**src/rtl/pmem_sched_if.sv**
```systemverilog
// ----------------------------------------------------------------------------
// pmem_sched_if: cache-side and memory-side cacheline bus of pmem_sched.
// Revision: 1.0
// ----------------------------------------------------------------------------
`default_nettype none

interface pmem_sched_if #(
  parameter int s_offset = 4,
  parameter int size     = (2**s_offset)*8
);
  logic [31:0]     i_pmem_address;
  logic            i_pmem_read;
  logic [size-1:0] i_pmem_rdata;
  logic            i_pmem_resp;

  logic [31:0]     d_pmem_address;
  logic            d_pmem_read;
  logic            d_pmem_write;
  logic [size-1:0] d_pmem_wdata;
  logic [size-1:0] d_pmem_rdata;
  logic            d_pmem_resp;

  logic [size-1:0] pmem_rdata_c;
  logic            pmem_resp_c;
  logic [31:0]     pmem_address_c;
  logic            pmem_read_c;
  logic            pmem_write_c;
  logic [size-1:0] pmem_wdata_c;

  // Environment side: caches issue requests, memory returns responses.
  modport master (
    output i_pmem_address, i_pmem_read, d_pmem_address, d_pmem_read,
           d_pmem_write, d_pmem_wdata, pmem_rdata_c, pmem_resp_c,
    input  i_pmem_rdata, i_pmem_resp, d_pmem_rdata, d_pmem_resp,
           pmem_address_c, pmem_read_c, pmem_write_c, pmem_wdata_c
  );

  // Scheduler side.
  modport slave (
    input  i_pmem_address, i_pmem_read, d_pmem_address, d_pmem_read,
           d_pmem_write, d_pmem_wdata, pmem_rdata_c, pmem_resp_c,
    output i_pmem_rdata, i_pmem_resp, d_pmem_rdata, d_pmem_resp,
           pmem_address_c, pmem_read_c, pmem_write_c, pmem_wdata_c
  );
endinterface

`default_nettype wire

```
**src/rtl/pmem_sched.sv**
```systemverilog
// ----------------------------------------------------------------------------
// pmem_sched: grants the shared cacheline memory port to the I- or D-cache one
// transaction at a time. Define PMEM_SCHED_RR_EN for round-robin tie-breaking.
// Revision: 1.0
// ----------------------------------------------------------------------------
`default_nettype none

module pmem_sched #(
  parameter int s_offset = 4,
  parameter int size     = (2**s_offset)*8
) (
  input  logic         clk,
  input  logic         rst_n,
  pmem_sched_if.slave  bus
);

  typedef enum logic [2:0] {
    IDLE    = 3'd0,
    I_RD    = 3'd1,
    D_RD    = 3'd2,
    D_WR    = 3'd3,
    RECOVER = 3'd4
  } state_t;

  state_t          state;
  state_t          state_nx;
  logic [31:0]     addr_q;
  logic [size-1:0] wdata_q;
  logic            d_req;
  logic            i_req;
  logic            grant_d;
  logic            busy;

  assign d_req = bus.d_pmem_read | bus.d_pmem_write;
  assign i_req = bus.i_pmem_read;
  assign busy  = (state == I_RD) || (state == D_RD) || (state == D_WR);

`ifdef PMEM_SCHED_RR_EN
  // Set when the most recent completed transaction belonged to the D-cache.
  logic last_d;

  always_ff @(posedge clk or negedge rst_n) begin
    if (!rst_n) begin
      last_d <= 1'b0;
    end else if (busy && bus.pmem_resp_c) begin
      last_d <= (state == D_RD) || (state == D_WR);
    end
  end

  assign grant_d = d_req & (~i_req | ~last_d);
`else
  assign grant_d = d_req;
`endif

  always_ff @(posedge clk or negedge rst_n) begin
    if (!rst_n) begin
      state <= IDLE;
    end else begin
      state <= state_nx;
    end
  end

  // Winner's address (and writeback data) is frozen for the whole transaction.
  always_ff @(posedge clk or negedge rst_n) begin
    if (!rst_n) begin
      addr_q  <= '0;
      wdata_q <= '0;
    end else if (state == IDLE) begin
      if (grant_d) begin
        addr_q <= bus.d_pmem_address;
        if (!bus.d_pmem_read) begin
          wdata_q <= bus.d_pmem_wdata;
        end
      end else if (i_req) begin
        addr_q <= bus.i_pmem_address;
      end
    end
  end

  always_comb begin
    state_nx = state;
    case (state)
      IDLE: begin
        if (grant_d) begin
          state_nx = bus.d_pmem_read ? D_RD : D_WR;
        end else if (i_req) begin
          state_nx = I_RD;
        end
      end
      I_RD, D_RD, D_WR: begin
        if (bus.pmem_resp_c) begin
          state_nx = RECOVER;
        end
      end
      RECOVER: state_nx = IDLE;
      default: state_nx = IDLE;
    endcase
  end

  always_comb begin
    bus.pmem_address_c = '0;
    bus.pmem_read_c    = 1'b0;
    bus.pmem_write_c   = 1'b0;
    bus.pmem_wdata_c   = '0;
    bus.i_pmem_resp    = 1'b0;
    bus.i_pmem_rdata   = '0;
    bus.d_pmem_resp    = 1'b0;
    bus.d_pmem_rdata   = '0;
    case (state)
      I_RD: begin
        bus.pmem_address_c = addr_q;
        bus.pmem_read_c    = 1'b1;
        bus.i_pmem_resp    = bus.pmem_resp_c;
        bus.i_pmem_rdata   = bus.pmem_resp_c ? bus.pmem_rdata_c : '0;
      end
      D_RD: begin
        bus.pmem_address_c = addr_q;
        bus.pmem_read_c    = 1'b1;
        bus.d_pmem_resp    = bus.pmem_resp_c;
        bus.d_pmem_rdata   = bus.pmem_resp_c ? bus.pmem_rdata_c : '0;
      end
      D_WR: begin
        bus.pmem_address_c = addr_q;
        bus.pmem_write_c   = 1'b1;
        bus.pmem_wdata_c   = wdata_q;
        bus.d_pmem_resp    = bus.pmem_resp_c;
      end
      default: ;
    endcase
  end

endmodule

`default_nettype wire

```
**src/flat_wrapper.sv**
```systemverilog
// flat-port wrapper written by rule: the top's interface ports become plain ports
module pmem_sched_flat 
#(
  parameter int s_offset = 4,
  parameter int size     = (2**s_offset)*8
)
  (clk, rst_n, bus_i_pmem_address, bus_i_pmem_read, bus_d_pmem_address, bus_d_pmem_read, bus_d_pmem_write, bus_d_pmem_wdata, bus_pmem_rdata_c, bus_pmem_resp_c, bus_i_pmem_rdata, bus_i_pmem_resp, bus_d_pmem_rdata, bus_d_pmem_resp, bus_pmem_address_c, bus_pmem_read_c, bus_pmem_write_c, bus_pmem_wdata_c);
  pmem_sched_if #(.s_offset(s_offset), .size(size)) bus_i ();
  input  logic clk;
  input  logic rst_n;
  input wire logic [$bits(bus_i.i_pmem_address)-1:0] bus_i_pmem_address;
  input wire logic [$bits(bus_i.i_pmem_read)-1:0] bus_i_pmem_read;
  input wire logic [$bits(bus_i.d_pmem_address)-1:0] bus_d_pmem_address;
  input wire logic [$bits(bus_i.d_pmem_read)-1:0] bus_d_pmem_read;
  input wire logic [$bits(bus_i.d_pmem_write)-1:0] bus_d_pmem_write;
  input wire logic [$bits(bus_i.d_pmem_wdata)-1:0] bus_d_pmem_wdata;
  input wire logic [$bits(bus_i.pmem_rdata_c)-1:0] bus_pmem_rdata_c;
  input wire logic [$bits(bus_i.pmem_resp_c)-1:0] bus_pmem_resp_c;
  output wire logic [$bits(bus_i.i_pmem_rdata)-1:0] bus_i_pmem_rdata;
  output wire logic [$bits(bus_i.i_pmem_resp)-1:0] bus_i_pmem_resp;
  output wire logic [$bits(bus_i.d_pmem_rdata)-1:0] bus_d_pmem_rdata;
  output wire logic [$bits(bus_i.d_pmem_resp)-1:0] bus_d_pmem_resp;
  output wire logic [$bits(bus_i.pmem_address_c)-1:0] bus_pmem_address_c;
  output wire logic [$bits(bus_i.pmem_read_c)-1:0] bus_pmem_read_c;
  output wire logic [$bits(bus_i.pmem_write_c)-1:0] bus_pmem_write_c;
  output wire logic [$bits(bus_i.pmem_wdata_c)-1:0] bus_pmem_wdata_c;
  assign bus_i.i_pmem_address = bus_i_pmem_address;
  assign bus_i.i_pmem_read = bus_i_pmem_read;
  assign bus_i.d_pmem_address = bus_d_pmem_address;
  assign bus_i.d_pmem_read = bus_d_pmem_read;
  assign bus_i.d_pmem_write = bus_d_pmem_write;
  assign bus_i.d_pmem_wdata = bus_d_pmem_wdata;
  assign bus_i.pmem_rdata_c = bus_pmem_rdata_c;
  assign bus_i.pmem_resp_c = bus_pmem_resp_c;
  assign bus_i_pmem_rdata = bus_i.i_pmem_rdata;
  assign bus_i_pmem_resp = bus_i.i_pmem_resp;
  assign bus_d_pmem_rdata = bus_i.d_pmem_rdata;
  assign bus_d_pmem_resp = bus_i.d_pmem_resp;
  assign bus_pmem_address_c = bus_i.pmem_address_c;
  assign bus_pmem_read_c = bus_i.pmem_read_c;
  assign bus_pmem_write_c = bus_i.pmem_write_c;
  assign bus_pmem_wdata_c = bus_i.pmem_wdata_c;
  pmem_sched #(.s_offset(s_offset), .size(size)) u_core (.clk(clk), .rst_n(rst_n), .bus(bus_i));
endmodule
```
**config.mk**
```make
export PLATFORM = sky130hd
export DESIGN_NAME = pmem_sched_flat
export DESIGN_NICKNAME = d
export VERILOG_FILES = /design/src/rtl/pmem_sched_if.sv /design/src/rtl/pmem_sched.sv /design/src/flat_wrapper.sv
export SDC_FILE = /design/constraint.sdc
export NUM_CORES = 1
export LEC_CHECK = 0
export CAP_MARGIN = 40
export CELL_PAD_IN_SITES_DETAIL_PLACEMENT = 1
export CELL_PAD_IN_SITES_GLOBAL_PLACEMENT = 1
export CORE_AREA = 2 2 292 294
export DETAILED_ROUTE_END_ITERATION = 7
export DIE_AREA = 0 0 294 296
export DONT_BUFFER_PORTS = 1
export GPL_TIMING_DRIVEN = 0
export PLACE_DENSITY_LB_ADDON = 0.1
export REMOVE_ABC_BUFFERS = 1
export SETUP_SLACK_MARGIN = 0.4
export SLEW_MARGIN = 10
export SYNTH_ARGS = -nofsm -noshare
export SYNTH_HDL_FRONTEND = slang
export SYNTH_SLANG_ARGS = --single-unit
```
**constraint.sdc**
```tcl
create_clock -name clk -period 2.1 [get_ports clk]
set_input_delay 0.525 -clock clk [delete_from_list [all_inputs] [get_ports clk]]
set_output_delay 0.525 -clock clk [all_outputs]
set_load 0.02 [all_outputs]
```
==> metrics.md <==
| Metric | Value |
|---|---|
| Seq. cell area | `0.004090 mm2` |
| Startpoint types | `flip-flop` |
| Post-Synthesis Cell Area | `0.009798 mm2` |
| GRT Util Overall | `0.1272` |
| Achievable Freq | `355.6 MHz` |
| Rel. slew slack | `0.4491` |
| Distinct cell type count after synthesis | `21` |
| Fin. Hold Viols | `163` |
| Area growth syn-to-layout | `52.04%` |
| GRT overflow | `0` |
| CTS Sinks | `163` |
| Vias in the first global route | `7,428` |
| Synth Area per Inst | `11.45 um2` |
| Synth Register Bits | `163` |
| Share of cells above drive strength 1 | `0.7973` |
| Vias | `7,266` |
| Synth Area in Simple Gates | `0.2743` |
| Site Rows | `107` |
| Leak | `6.609 nW` |
| Deepest clock path buffer count | `2` |
| Avg Vias per Cell | `3.515` |
| Global placer's final weighted congestion | `0.7140` |
| CTS Buf Count | `17` |
| Nets | `1,281` |
| First-pass GRT wire length | `73,320 um` |
| Max VDD drop | `0.6323 mV` |
| Total core area | `0.08421 mm2` |
| RSZ-0062 raised after global routing | `yes` |
| Multi-input logic area | `0.006515 mm2` |
| Fin util | `0.1769` |
| WL/cell | `30.11 um` |
| Finished Layout Cells | `2,067` |
| Placed cell count | `1,891` |
| Fin area | `0.01490 mm2` |
| H-tree levels | `4` |
| Chip height | `296 um` |
| Die width | `294 um` |
| Die area | `0.08702 mm2` |
| Max FO, Critical Path | `8` |
| Clk_lat worst skew | `0.48 ns` |
| PwrDens | `1378 mW/mm2` |
| Worst setup margin | `-0.7122 ns` |
| Number of port buffers | `0` |
| Compound-Gate Fraction of Synth Area | `0.003192` |
| Minimum clock period | `2.812 ns` |
| HP Class | `in2async` |
| CTS clk-pin slew, worst paths | `0.08 ns` |
| Worst hold slack | `-0.2615 ns` |
| Post-route ant nets | `0` |
| Cell area after placement | `0.01108 mm2` |
| Largest family of logic cells by synthesized area | `simple AND/OR/NAND/NOR gates` |
| Clock Skew | `0.01597 ns` |
| Worst Tran Pin Value | `0.8243 ns` |
| Post-synthesis sequential area ratio | `0.4163` |
| CTS tree | `yes` |
| Setup Crit Path Kind | `reg2out` |
| Post-Synth Adder-Cell Area | `0` |
| Reg2reg setup slack | `0.06 ns` |
| Violated checks | `negative hold slack, negative setup slack` |
| Cell count after synthesis | `856` |
| Fillers | `9,444` |
| Most common cell after layout, fill and taps aside | `and2_4` |
| Clk root buf | `clkbuf_16` |
| Fin crit share | `1.339` |
| Hpwl dp | `41,580 um` |
| Yosys warnings | `0` |
| Slew Viols, Final | `0` |
| Critical Path RT | `1.57 ns` |
| Post-route DRC | `0` |
| Critical Path AT | `2.29 ns` |
| Max-cap violations | `0` |
| Initial core utilization | `0.1164` |
| IO Pins | `746` |
| Initial antenna violation count | `19` |
| Largest net degree at the start of global routing | `164` |
| Final Power | `20.53 mW` |
| Final wirelength | `62,250 um` |
| Status | `finished with violations` |
| Starting DRT DRC Count | `227` |
| Most frequent cells in the layout | `382 x and2_4, 160 x dfrtp_1, 120 x mux2_4, 72 x mux2_2, 40 x buf_4` |
| CP endpoint kind | `output pin` |
| First drt pass iteration count | `4` |
| Final setup violating endpoints | `419` |
| XOR/XNOR share of the synthesized area | `0.0008939` |
| Mux contribution to synthesized area | `0.2666` |
-- cells in the mapped netlist, drive strengths merged --
cell type	n	area, um2
and2	417	2609
nand3	1	5.000
buf	37	270.3
a21oi	2	10.01
nor2b	1	6.260
and4bb	1	12.51
nand2b	2	12.51
inv	1	3.750
nor3	1	10.01
xnor2	1	8.760
and3b	2	17.52
dfrtp	163	4079
o21ai	1	5.000
o211ai	1	7.510
nor2	4	15.01
o31a	1	8.760
mux2	192	2613
clkbuf	28	105.1
-- critical path, cell delays in order (launching register included) --
cell     delay [ns]
dfrtp_4        0.48
and3b_2        0.39
nor2b_4        0.21
buf_12         0.14
buf_16         0.17
buf_12         0.14
buf_6          0.09
and2_4         0.16
-- per-layer routing --
metal / wire, um / part of all wire / GRT usage / vias to the layer above
met2: 33780 / 0.54 / 0.2426 / 469
met1: 21540 / 0.35 / 0.1238 / 3727
met3: 5529 / 0.089 / 0.05598 / 74
li1: - / - / - / 2990
met5: 41 / 0.00066 / 0 / -
met4: 1351 / 0.022 / 0.03385 / 6
-- cells by family (layout without fill, tap and decap cells) --
group,after synthesis,count (layout)
multiplexers,192,192
AND/OR/NAND/NOR,429,440
flip-flops,163,163
XOR/XNOR,1,1
AO/OA/AOI/OAI,5,5
buffers and inverters,66,166
other,0,10
-- flip-flops by register name, summed over array words and instances (netlist names) --
name            flops
u_core.addr_q      32
u_core.state        3
u_core.wdata_q    128
-- where the power goes --
group	internal, mW	total, mW	switching [mW]
Sequential	4.78	5.81	1.03
Combinational	6.16	11.5	5.31
Clock	1.69	3.24	1.55
Total	12.6	20.5	7.90
-- final timing paths --
kind | start | endpoint | cells past startpoint
worst max-delay path | u_core.state[2] | bus_d_pmem_rdata[26] | 7
worst min-delay path | rst_n | u_core.wdata_q[67] | 0
worst max register to register | u_core.state[2] | u_core.wdata_q[75] | 8
worst min register to register | u_core.addr_q[8] | u_core.addr_q[8] | 1
max in group asynchronous | rst_n | u_core.wdata_q[96] | 0
min in group clk | bus_pmem_resp_c | u_core.state[2] | 1
-- repair_timing --
item                                   CTS  global route
pin swaps                               73           127
setup endpoints to repair              575           580
buffers inserted                        37            43
gates cloned                            28            27
resized for setup                      394           459
endpoints found under the hold margin  163           163
-- through the flow --
step / setup slack (ns) / TNS, ns / hold slack (ns)
after floorplan: -4.887 / -1179.42 / 0.2294
after global placement: -8.685 / -2592.09 / 0.2365
after detailed placement: -1.180 / -179.72 / 0.2337
after CTS: -0.7853 / -291.97 / -0.3340
after global routing: -0.8104 / -270.51 / -0.3119
final: -0.7122 / -231.65 / -0.2615
-- final cells by class --
cell class,count,share of cell area
clock buffers,20,0.03066
clock inverters,11,0.006971
well taps,1090,0.09155
diodes,10,0.001680
flip-flops and latches,163,0.2746
multi-input cells,638,0.4373
inverters,1,0.0002520
repair buffers,134,0.1570
Note: power is estimated with default switching activity, not from simulation.
